[config.mk]
export PLATFORM = sky130hd
export DESIGN_NAME = array_42_ctrl
export DESIGN_NICKNAME = d
export VERILOG_FILES = /design/src/rtl/array_42_ctrl.sv
export SDC_FILE = /design/constraint.sdc
export NUM_CORES = 1
export LEC_CHECK = 0
export BUFFER_PORTS_ARGS = -buffer_cell sky130_fd_sc_hd__buf_2
export CORE_UTILIZATION = 42
export DETAILED_ROUTE_END_ITERATION = 6
export GPL_TIMING_DRIVEN = 0
export PLACE_DENSITY = 0.76
export SLEW_MARGIN = 15
export SYNTH_ARGS = -nofsm -noshare
export SYNTH_HDL_FRONTEND = slang
export SYNTH_SLANG_ARGS = --single-unit
[constraint.sdc]
create_clock -name clock -period 2.25 [get_ports clock]
set_clock_uncertainty 0.05 [all_clocks]
set_input_delay 0.1125 -clock clock [delete_from_list [all_inputs] [get_ports clock]]
set_output_delay 0.1125 -clock clock [all_outputs]
set_load 0.01 [all_outputs]
[src/rtl/array_42_ctrl.sv]
// Initiator for the 4096x20 masked single-port SRAM macro: clears every entry after
// reset, then maps a valid/ready request stream onto RW0 and queues read data in order.
//
// state   | meaning
// ST_INIT | sweeping INIT_VALUE into every entry, one write per cycle
// ST_RUN  | serving client requests, init_done high
module array_42_ctrl #(
    parameter int DEPTH      = 4096,
    parameter int ADDR_W     = 12,
    parameter int DATA_W     = 20,
    parameter int MASK_W     = 4,
    parameter int RESP_DEPTH = 2,
    parameter logic [DATA_W-1:0] INIT_VALUE = '0
) (
    input  logic              clock,
    input  logic              reset,
    input  logic              req_valid,
    output logic              req_ready,
    input  logic              req_write,
    input  logic [ADDR_W-1:0] req_addr,
    input  logic [MASK_W-1:0] req_mask,
    input  logic [DATA_W-1:0] req_wdata,
    output logic              resp_valid,
    input  logic              resp_ready,
    output logic [DATA_W-1:0] resp_data,
    output logic              init_done,
    output logic              RW0_clk,
    output logic [ADDR_W-1:0] RW0_addr,
    output logic              RW0_en,
    output logic              RW0_wmode,
    output logic [MASK_W-1:0] RW0_wmask,
    output logic [DATA_W-1:0] RW0_wdata,
    input  logic [DATA_W-1:0] RW0_rdata
);
    localparam int OCC_W  = $clog2(RESP_DEPTH + 1);
    localparam int USED_W = OCC_W + 1;
    localparam int PTR_W  = (RESP_DEPTH > 1) ? $clog2(RESP_DEPTH) : 1;

    typedef enum logic {ST_INIT, ST_RUN} state_t;

    state_t            state;
    logic [ADDR_W-1:0] init_cnt;
    logic              inflight;
    logic [DATA_W-1:0] q_mem [RESP_DEPTH];
    logic [PTR_W-1:0]  q_head;
    logic [PTR_W-1:0]  q_tail;
    logic [OCC_W-1:0]  q_occ;

    logic              pop;
    logic              accept;
    logic              rd_accept;
    logic [USED_W-1:0] used;

    function automatic logic [PTR_W-1:0] ptr_inc(input logic [PTR_W-1:0] p);
        return (p == PTR_W'(RESP_DEPTH - 1)) ? '0 : p + PTR_W'(1);
    endfunction

    assign RW0_clk    = clock;
    assign resp_valid = (q_occ != '0);
    assign resp_data  = q_mem[q_head];
    assign pop        = resp_valid && resp_ready;

    // A head popped this cycle frees its slot before the new read's data lands,
    // which is what lets back-to-back reads stream at full rate.
    assign used      = USED_W'(q_occ) + USED_W'(inflight) - USED_W'(pop);
    assign req_ready = !reset && (state == ST_RUN) && (used < USED_W'(RESP_DEPTH));
    assign accept    = req_valid && req_ready;
    assign rd_accept = accept && !req_write;

    always_comb begin
        RW0_en    = 1'b0;
        RW0_wmode = 1'b0;
        RW0_addr  = req_addr;
        RW0_wmask = '0;
        RW0_wdata = req_wdata;
        if (!reset && state == ST_INIT) begin
            RW0_en    = 1'b1;
            RW0_wmode = 1'b1;
            RW0_addr  = init_cnt;
            RW0_wmask = '1;
            RW0_wdata = INIT_VALUE;
        end else if (accept) begin
            RW0_en    = 1'b1;
            RW0_wmode = req_write;
            RW0_wmask = req_write ? req_mask : '0;
        end
    end

    always_ff @(posedge clock) begin
        if (reset) begin
            state     <= ST_INIT;
            init_cnt  <= '0;
            init_done <= 1'b0;
        end else if (state == ST_INIT) begin
            init_cnt <= init_cnt + ADDR_W'(1);
            if (init_cnt == ADDR_W'(DEPTH - 1)) begin
                state     <= ST_RUN;
                init_done <= 1'b1;
            end
        end
    end

    always_ff @(posedge clock) begin
        if (reset) begin
            inflight <= 1'b0;
            q_head   <= '0;
            q_tail   <= '0;
            q_occ    <= '0;
        end else begin
            inflight <= rd_accept;
            if (inflight) begin
                q_tail <= ptr_inc(q_tail);
            end
            if (pop) begin
                q_head <= ptr_inc(q_head);
            end
            if (inflight && !pop) begin
                q_occ <= q_occ + OCC_W'(1);
            end else if (!inflight && pop) begin
                q_occ <= q_occ - OCC_W'(1);
            end
        end
    end

    // Macro data is valid the cycle after the read enable, i.e. while inflight is set.
    always_ff @(posedge clock) begin
        if (!reset && inflight) begin
            q_mem[q_tail] <= RW0_rdata;
        end
    end
endmodule
# Yosys cells after proc, flatten, opt, wreduce, memory -nomap -nowiden
# Memory sizes are Yosys's and may differ from the RTL's. A register that Yosys moved wholly into a read port is not among the register bits.
# Index checks and enable logic that the tools add are counted.
# word_totals
mem_count,1
wordCells,53
inputBits,61
ram_bits,40
reg_bits,19
# op_classes
bitwise,1
muxes,19
reduce_logical,16
eq_ne,1
magnitude_cmp,1
add_sub_neg,7
# memory_table
memory,depth,width,rd,rd_ports_with_merged_regs,wr,line_no,source
q_mem,2,20,1,1,1,44,logic [DATA_W-1:0] q_mem [RESP_DEPTH];
# ops
cell,count
2-to-1 mux 20 bit,1
"adder 12 x 1 -> 12 bit, second input constant",1
"== test 12 bit, second input constant",1
2-to-1 mux 1 bit,12
2-to-1 mux 12 bit,1
2-to-1 mux 4 bit,3
logical AND 1 bit,9
logical NOT 1 bit,4
2-to-1 mux 2 bit,2
nonzero test 2 bit,2
adder 2 x 1 -> 3 bit,1
"< comparator 3 x 2 -> 1 bit, second input constant",1
subtractor 3 x 1 -> 3 bit,1
"adder 1 bit, second input constant",2
"adder 2 x 1 -> 2 bit, second input constant",1
AND reduction 2 bit,1
"subtractor 2 x 1 -> 2 bit, second input constant",1
NOT 1 bit,1

# Depth between registers and ports, before layout
# Gate-level depths: netlist of the first run.
# logic_depth
depth_word,8
ltp_mapped,8

==> metrics.txt, run 1 <==
setup TNS -2.66 ns; final instance area 4050 um^2; FF+latch count, synth 60; clock power share 46.1%; Hold Violations, Final 0; startpoint types flip-flop; worst slack, placed -0.263 ns; Die H 82.8 um; synth unique cells 37; ys flop type edfxtp_1; CP Data Required Time 2.09 ns; status finished with violations; Initial DRT Pass Iterations 4; Slowest cell on crit path fa_1; Mapped Cells 216; Crit path largest cell delay 0.48 ns; crit share post-route 119%; placed instance area 3480 um^2; DRT Wirelength 6030 um; Comb pwr share 11.7%; Post-Syn Area 2740 um^2; CP max FO 7; EDFF count, synth 40; Clock Latency Late Sink 0.43 ns; sequential share of power 42.3%; min-delay src req_valid; PD cells 698 nW/um^2; vias 2223; switching part of the total 20.8%; actual slew at the worst max-slew pin 0.924 ns; first-pass GRT wire length 8980 um; internal power 2.24 mW; fin. max-slew vios 0; Max-cap violations 0; Final Setup Violations 7; sequential standard cell area 1610 um^2; layout cells sized above 1 51.3%; filler cell count 496; Post-Synthesis Net Count 281; Post-synth ARST share 0%; CTS tree yes; Final #Nets 444; Clock transition at path regs 0.07 ns; WS Path Type reg -> out; routability cong. 0.834; Via density 4.82; area occupied by multi-input gates 1100 um^2; Ys Warns 0; Crit. End Element output port; leak pwr 1.78 nW; Remaining DRCs 0; Iteration-0 DRC Markers 69; final worst-path setup slack -0.437 ns; post-route ant nets 0; Tmin final 2.69 ns; Initial Util 43.4%; P&R area growth vs syn 47.6%; r2r startpoint q_occ[1]; Avg WL per Cell 13.1 um; Avg Synthesized Cell Area 12.7 um^2; initial antenna violation count 0; number of global-route vias before repair 2084; die area 6850 um^2; P_sw 0.587 mW; post-DP HPWL 4260 um; CORE AREA 6310 um^2; Worst Setup SP q_occ[1]; Global Route Usage Sum 18.3%; top-level I/O count 123; f_max 372 MHz; CP Cell Sequence o21ai_2 > inv_1 > ha_1 > nand2b_4 > fa_1 > nor2b_4 > nand4_1 > buf_6 > o21ai_2 > buf_2; crit path DAT 2.52 ns; register area share after synthesis 58.4%; largest net degree at the start of global routing 21; CP most frequent cell o21ai_2; worst hold-check path type in -> reg; count of buffers from port buffering 122; # rows 29; GR Overflow Total 0; RSZ-0062 raised after global routing yes; violated checks setup timing; Total Power 2.82 mW; peak supply drop 0.418 mV; Worst slew margin 38.4%; # diodes 0; chip width 82.8 um
[worst max-delay path, delay by kind of cell (launching register included)]
family	cells	cell delay (ns)
buffers and inverters	3	0.35
adder cells (fa/ha/maj)	2	0.75
flip-flops	1	0.35
AND/OR/NAND/NOR	3	0.36
AO/OA/AOI/OAI	2	0.27
[path summary, 6_finish.rpt]
check	cells past startpoint	slack, ns	to
setup / recovery	10	-0.44	RW0_wmask[3]
hold / removal	4	0.04	inflight
setup reg to reg	9	0.19	inflight
hold reg to reg	2	0.40	init_done
[metrics by stage]
| step | hold slack (ns) | util, % | std cells |
|---|---|---|---|
| global placement | 0.243 | 54.8 | 415 |
| CTS | 0.00224 | 63.8 | 461 |
| floorplan | 0.139 | - | 216 |
| finish | 0.0367 | 64.1 | 461 |
| detailed placement | 0.243 | 55.1 | 416 |
| global route | 0.0255 | 64.1 | 461 |
[what timing repair did]
item | CTS | global route
pin swaps | 4 | 2
gates resized for setup | 8 | 4
hold buffers | 21 | 0
setup endpoints to repair | 8 | 7
endpoints found under the hold margin | 41 | 0
buffers inserted | 5 | 0
[power by group through the flow]
| stage | clock network, mW | logic (mW) | registers [mW] |
|---|---|---|---|
| floorplan | 0.0366 | 0.151 | 1.22 |
| global placement | 0.0507 | 0.270 | 1.22 |
| detailed placement | 0.0507 | 0.278 | 1.22 |
| CTS | 1.33 | 0.326 | 1.19 |
| global route | 1.39 | 0.366 | 1.19 |
| finish | 1.30 | 0.330 | 1.19 |
[layer usage]
layer	routed length [um]	share of wire (%)	global-route usage, %
met4	48	0.80	7.41
met2	3000	50	31.4
met5	0	0	0
met3	492	8.2	7.54
met1	2490	41	19.8
[cell usage in the layout (no fill, tap or decap), types with 6 or more instances in the layout]
master,count
buf_2,123
edfxtp_1,40
mux2_2,31
dlygate4sd3_1,21
and2_1,20
dfxtp_1,18
clkbuf_8,12
nand2_1,11
nor2_1,10
a21oi_1,9
clkbuf_1,8
inv_1,7
xor2_1,6
or4_1,6
[synth_stat cells, types with 2 or more instances]
cell	number	area [um^2]
nor2_1	10	37.5
and2_1	20	125
or4_1	6	45.0
o31ai_1	4	30.0
or3_1	2	12.5
xnor2_1	3	26.3
nand2_1	11	41.3
nand4_1	2	12.5
ha_1	3	37.5
dfxtp_1	20	400
clkbuf_1	7	26.3
or2_2	2	12.5
nor2b_1	3	18.8
xor2_1	6	52.6
buf_6	2	22.5
edfxtp_1	40	1200
mux2_2	31	349
a21oi_1	9	45.0
inv_1	7	26.3
o21ai_0	11	55.1
[flip-flops by register name, summed over array words and instances (netlist names), named ones only]
name       cells
q_mem         40
init_cnt      12
q_occ          2
inflight       1
init_done      1
q_head         1
q_tail         1
state          1
[kinds of logic after synthesis]
family                   synth area share (%)
adder cells (fa/ha/maj)                  2.10
multiplexers                             13.1
AND/OR/NAND/NOR                          15.3
flip-flops                               58.4
XOR/XNOR                                 2.88
AO/OA/AOI/OAI                            4.75
buffers and inverters                    3.38
[area by class of cell]
class                   count  share of cell area (%)
well taps                  77                    2.38
plain buffers              12                    1.64
flip-flops and latches     60                    39.8
inverters                   7                   0.650
repair buffers            148                    21.6
clock inverters             6                    2.54
multi-input cells         137                    27.2
clock buffers              14                    4.30
(Power assumes the default switching activity.)
==> run 2, diff against run 1 <==
Settings changed: CORE_UTILIZATION 42 to 47, GPL_TIMING_DRIVEN 0 to default, PLACE_DENSITY 0.76 to 0.81.
Clock period 2.25 ns to 3.07 ns, I/O delays scaled along.
==> run 2 against run 1 <==
First-iteration DRC count grew 22%. Non-clock buffer count down 15. Register-to-register slack improved by 0.65 ns. Setup slack improved by 0.57 ns. The run now ends clean. Sequential share of layout area up 1.9 points. Cell area is 4.9% lower. Sequential power down 25%. Critical path type unchanged. Die area is 10% lower.
==> metrics.txt, run 2 (synthesis results as in run 1) <==
actual slew at the worst max-slew pin 0.959 ns (+0.0343 ns); P_sw 0.434 mW (-26%); non-filler cells, final 441 (-4.3%); Comb pwr share 11.2% (-0.5 points); GR Overflow Total 0 (unchanged); f_max 340 MHz; startpoint types flip-flop; CP Data Required Time 2.87 ns (+0.78 ns); largest net degree at the start of global routing 41 (+95%); vias 2201 (-0.99%); internal power 1.45 mW (-35%); sequential standard cell area 1600 um^2 (-0.31%); most frequent cells in the layout buf_2 (122), edfxtp_1 (40), mux2_2 (31), dlygate4sd3_1 (21), and2_1 (20); number of global-route vias before repair 2156 (+3.5%); area occupied by multi-input gates 1060 um^2 (-3.8%); peak supply drop 0.351 mV (-16%); leak pwr 1.68 nW (-5.5%); P&R area growth vs syn 40.4%; filler cell count 426 (-14%); # diodes 0 (unchanged); die area 6140 um^2 (-10%); Crit. End Element output port; CTS tree yes; flop-to-flop setup slack 0.84 ns (+0.65 ns); switching part of the total 23.0% (+2.3 points); Die H 78.4 um (-5.3%); post-route ant nets 0 (unchanged); Clock Latency Late Sink 0.43 ns (about the same); routability cong. 0.796 (-4.6%); Worst Setup SP q_occ[0]; commonest non-fill, non-tap cell in the layout buf_2; r2r startpoint q_occ[0]; crit share post-route 95.8%; # rows 27 (-6.9%); WS Path Type reg -> out; setup TNS 0 ns (+2.66 ns); Tmin final 2.94 ns; Hold Violations, Final 0 (unchanged); Global Route Usage Sum 20.4% (+2.2 points); Max-cap violations 0 (unchanged); Remaining DRCs 0 (unchanged); CP max FO 7 (unchanged); Min-Delay Path Depth 2 (-2); layout cells sized above 1 49.9% (-1.4 points); initial antenna violation count 0 (unchanged); count of buffers from port buffering 122 (unchanged); Clock transition at path regs 0.07 ns (about the same); first-pass GRT wire length 9410 um (+4.8%); sequential share of power 47.0% (+4.7 points); DRT Wirelength 5970 um (-1.1%); crit path DAT 2.74 ns (+0.22 ns); final instance area 3850 um^2 (-4.9%); min-delay src reset; CORE AREA 5570 um^2 (-12%); Largest register FFs 40 (unchanged); status finished, final reports clean; Avg WL per Cell 13.5 um (+3.4%); worst hold-check path type in -> reg; worst slack, placed 0.312 ns (+0.575 ns); Register-to-Register Path Depth 8 (-1); placed cells 399 (-4.1%); Initial Util 49.2% (+5.8 points); Final Setup Violations 0 (-7); Most flops, register q_mem; Final #Nets 429 (-3.4%); fin. max-slew vios 0 (unchanged); Initial DRT Pass Iterations 4 (unchanged); post-DP HPWL 3980 um (-6.4%); clock power share 41.7% (-4.4 points); Via density 4.99 (+3.5%); Util after Layout 69.0% (+4.9 points); final worst-path setup slack 0.129 ns (+0.566 ns); placed instance area 3390 um^2 (-2.7%); top flop regs q_mem: 40 flops, init_cnt: 12 flops, q_occ: 2 flops; PD cells 491 nW/um^2 (-30%); Iteration-0 DRC Markers 84 (+22%); Worst slew margin 36.1% (-2.3 points); chip width 78.4 um (-5.3%); top-level I/O count 123 (unchanged)
run 2: cell count changes in the layout (fill, tap and decap cells not counted), sizes merged:
| cell | before | now |
|---|---|---|
| bufinv | 3 | 1 |
| clkinvlp | 0 | 1 |
| clkbuf | 21 | 14 |
| buf | 132 | 125 |
run 2: stage by stage:
step	hold WS (ns)	power (mW)
6_report	0.101	1.89
3_5_place_dp	0.204	1.11
2_1_floorplan	0.180	1.03
3_3_place_gp	0.204	1.10
5_1_grt	0.129	1.96
4_1_cts	0.0792	1.90
run 2: final cells by class:
cell class / instances / share of cell area, %
Inverter: 7 / 0.683
Sequential cell: 60 / 41.7
Clock inverter: 5 / 1.37
Multi-Input combinational cell: 137 / 27.5
Timing Repair Buffer: 145 / 21.8
Tap cell: 72 / 2.34
Clock buffer: 15 / 4.62
run 2: layer usage:
layer	share of wire, %	track usage, %	vias up
met4	2.5	12.4	0
li1	-	-	1072
met5	0	0	-
met1	39	21.7	1016
met2	53	37.0	95
met3	5.3	4.19	18
run 2: worst paths after layout:
| check | end |
|---|---|
| setup reg to reg | inflight |
| setup / recovery | RW0_wmask[2] |
| hold / removal | q_occ[0] |
| hold reg to reg | init_done |
run 2: power groups by stage:
stage | registers [mW] | logic, mW | clock network (mW)
final | 0.888 | 0.212 | 0.787
after global routing | 0.889 | 0.232 | 0.840
after CTS | 0.887 | 0.209 | 0.800
after detailed placement | 0.904 | 0.186 | 0.0197
after global placement | 0.904 | 0.181 | 0.0197
after floorplan | 0.893 | 0.110 | 0.0268
run 2: worst max-delay path, stage by stage, from the launching register on:
cell and delay (ns):
dfxtp_2 0.35, o21ai_2 0.19, inv_1 0.06, ha_1 0.27
nand2b_1 0.15, fa_1 0.47, nor2b_2 0.14, nand4_1 0.25
o21ai_0 0.25, buf_2 0.16
run 2: timing repair:
item | 4_1_cts | 5_1_grt
hold buffers | 21 | 0
gates resized for setup | 2 | 7
setup endpoints to repair | 5 | 6
pin swaps | 1 | 3
endpoints found under the hold margin | 41 | 0
buffers inserted | 0 | 2
==> run 3, diff against run 2 <==
Settings changed: CTS_CLUSTER_SIZE from default to 28.
Clock period 3.07 ns to 3.25 ns, I/O delays scaled along.
==> run 3 against run 2 <==
Via count down 1.9%. Register-to-register slack better by 0.14 ns. Sequential share of layout area increased by 0.22 points. Global-route usage is 0.37 points lower. Sequential power fell by 5.6%. Non-clock buffer count shrank 2.
==> metrics.txt, run 3 (synthesis results as in run 1) <==
CP Data Required Time 3.04 ns (+0.17 ns); chip width 78.4 um (unchanged); Hold Violations, Final 0 (unchanged); top-level I/O count 123 (unchanged); placed instance area 3390 um^2 (unchanged); r2r startpoint q_occ[1]; Worst Setup SP q_occ[1]; Worst slew margin 36.9% (+0.83 points); GR Overflow Total 0 (unchanged); setup TNS 0 ns (unchanged); CORE AREA 5570 um^2 (unchanged); post-route ant nets 0 (unchanged); initial antenna violation count 0 (unchanged); Most flops, register q_mem; final instance area 3820 um^2 (-0.68%); Die H 78.4 um (unchanged); CTS tree yes; fin. max-slew vios 0 (unchanged); Register-to-Register Path Depth 8 (unchanged); DRT Wirelength 5730 um (-4.0%); crit share post-route 91.8%; # diodes 0 (unchanged); crit path DAT 2.77 ns (+0.03 ns); P&R area growth vs syn 39.4%; CP max FO 7 (unchanged); met3 Use GR 4.65% (+0.47 points); actual slew at the worst max-slew pin 0.946 ns (-0.0124 ns); Remaining DRCs 0 (unchanged); number of global-route vias before repair 2097 (-2.7%); die area 6140 um^2 (unchanged); commonest non-fill, non-tap cell in the layout buf_2; Final #Nets 427 (-0.47%); leak pwr 1.67 nW (-0.87%); Clock Latency Late Sink 0.42 ns (about the same); Largest register FFs 40 (unchanged); CP endpoint RW0_wmask[3]; largest net degree at the start of global routing 41 (unchanged); placed cells 399 (unchanged); RSZ-0062 raised after global routing no; most frequent cells in the layout buf_2 (122), edfxtp_1 (40), mux2_2 (31), dlygate4sd3_1 (21); Initial Util 49.2% (unchanged); PD cells 459 nW/um^2 (-6.5%); non-filler cells, final 439 (-0.45%); met1 Use GR 22.5% (+0.77 points); busiest grt layer met2; layout cells sized above 1 48.0% (-1.9 points); top flop regs q_mem: 40 flops, init_cnt: 12 flops, q_occ: 2 flops; Final Setup Violations 0 (unchanged); WS Path Type reg -> out; Tmin final 2.98 ns; Avg WL per Cell 13.1 um (-3.5%); Max-cap violations 0 (unchanged); # rows 27 (unchanged); grt met2 use 36.0% (-1.1 points); first-pass GRT wire length 9340 um (-0.81%); peak supply drop 0.344 mV (-2.2%); status finished, final reports clean; Initial DRT Pass Iterations 4 (unchanged); Global Route Usage Sum 20.1% (-0.37 points); Clock transition at path regs 0.06 ns (about the same); worst hold-check path type in -> reg; postcts setup bufs 0 (unchanged); startpoint types flip-flop; post-DP HPWL 3970 um (-0.31%); f_max 335 MHz; Crit. End Element output port; Iteration-0 DRC Markers 94 (+12%); R2R Path End inflight; vias 2159 (-1.9%); Via density 4.92 (-1.5%); Total Power 1.75 mW (-7.1%); routability cong. 0.796 (unchanged); flop-to-flop setup slack 0.98 ns (+0.14 ns); count of buffers from port buffering 122 (unchanged)
[run 3: cell types whose count changed in the layout (fill, tap and decap cells not counted), sizes merged]
cell,change
buf,-2
clkbuf,+1
clkinvlp,-1
[run 3: per-layer routing]
layer / up-vias / share of wire [%] / wire length [um]
met5: - / 0 / 0
met4: 0 / 1.4 / 80
met3: 8 / 5.7 / 328
met2: 85 / 53 / 3040
met1: 995 / 40 / 2280
li1: 1071 / - / -
[run 3: final cells by class]
type	count	area [um^2]
clock buffers	16	181
clock inverters	4	42.5
fillers	436	1750
inverters	7	26.3
multi-input cells	137	1050
flip-flops and latches	60	1600
well taps	72	90.1
repair buffers	143	823
[run 3: metrics by stage]
stage	worst slack, ns	util [%]	hold slack [ns]
detailed placement	0.454	60.8	0.213
global placement	0.525	60.8	0.213
CTS	0.109	68.5	0.0983
global route	0.0215	68.5	0.0910
floorplan	0.778	-	0.189
finish	0.268	68.5	0.0567
[run 3: what timing repair did]
action,in CTS,in global routing
endpoints found under the setup margin,1,3
endpoints found under the hold margin,41,0
hold buffers,21,0
cloned,0,0
pin swaps,0,0
gates resized for setup,1,2
[run 3: critical path, stage by stage (launching register included)]
cell and delay (ns):
dfxtp_1 0.38, o21ai_2 0.22, inv_1 0.06, ha_1 0.26, nand2b_1 0.15, fa_1 0.48
nor2b_1 0.16, nand4_1 0.25, o21ai_1 0.24, buf_2 0.16
[run 3: where the power goes]
part           switching, mW  internal (mW)
Combinational         0.0827          0.112
Clock                  0.284          0.435
Sequential            0.0182          0.820
Total                  0.385           1.37
[run 3: worst min path at each step]
stage / from / to / cells past startpoint
detailed placement: clock / RW0_clk / 1
floorplan: req_write / inflight / 1
global placement: clock / RW0_clk / 1
CTS: reset / q_occ[0] / 2
finish: resp_ready / flip-flop / 4
global route: resp_ready / flip-flop / 4
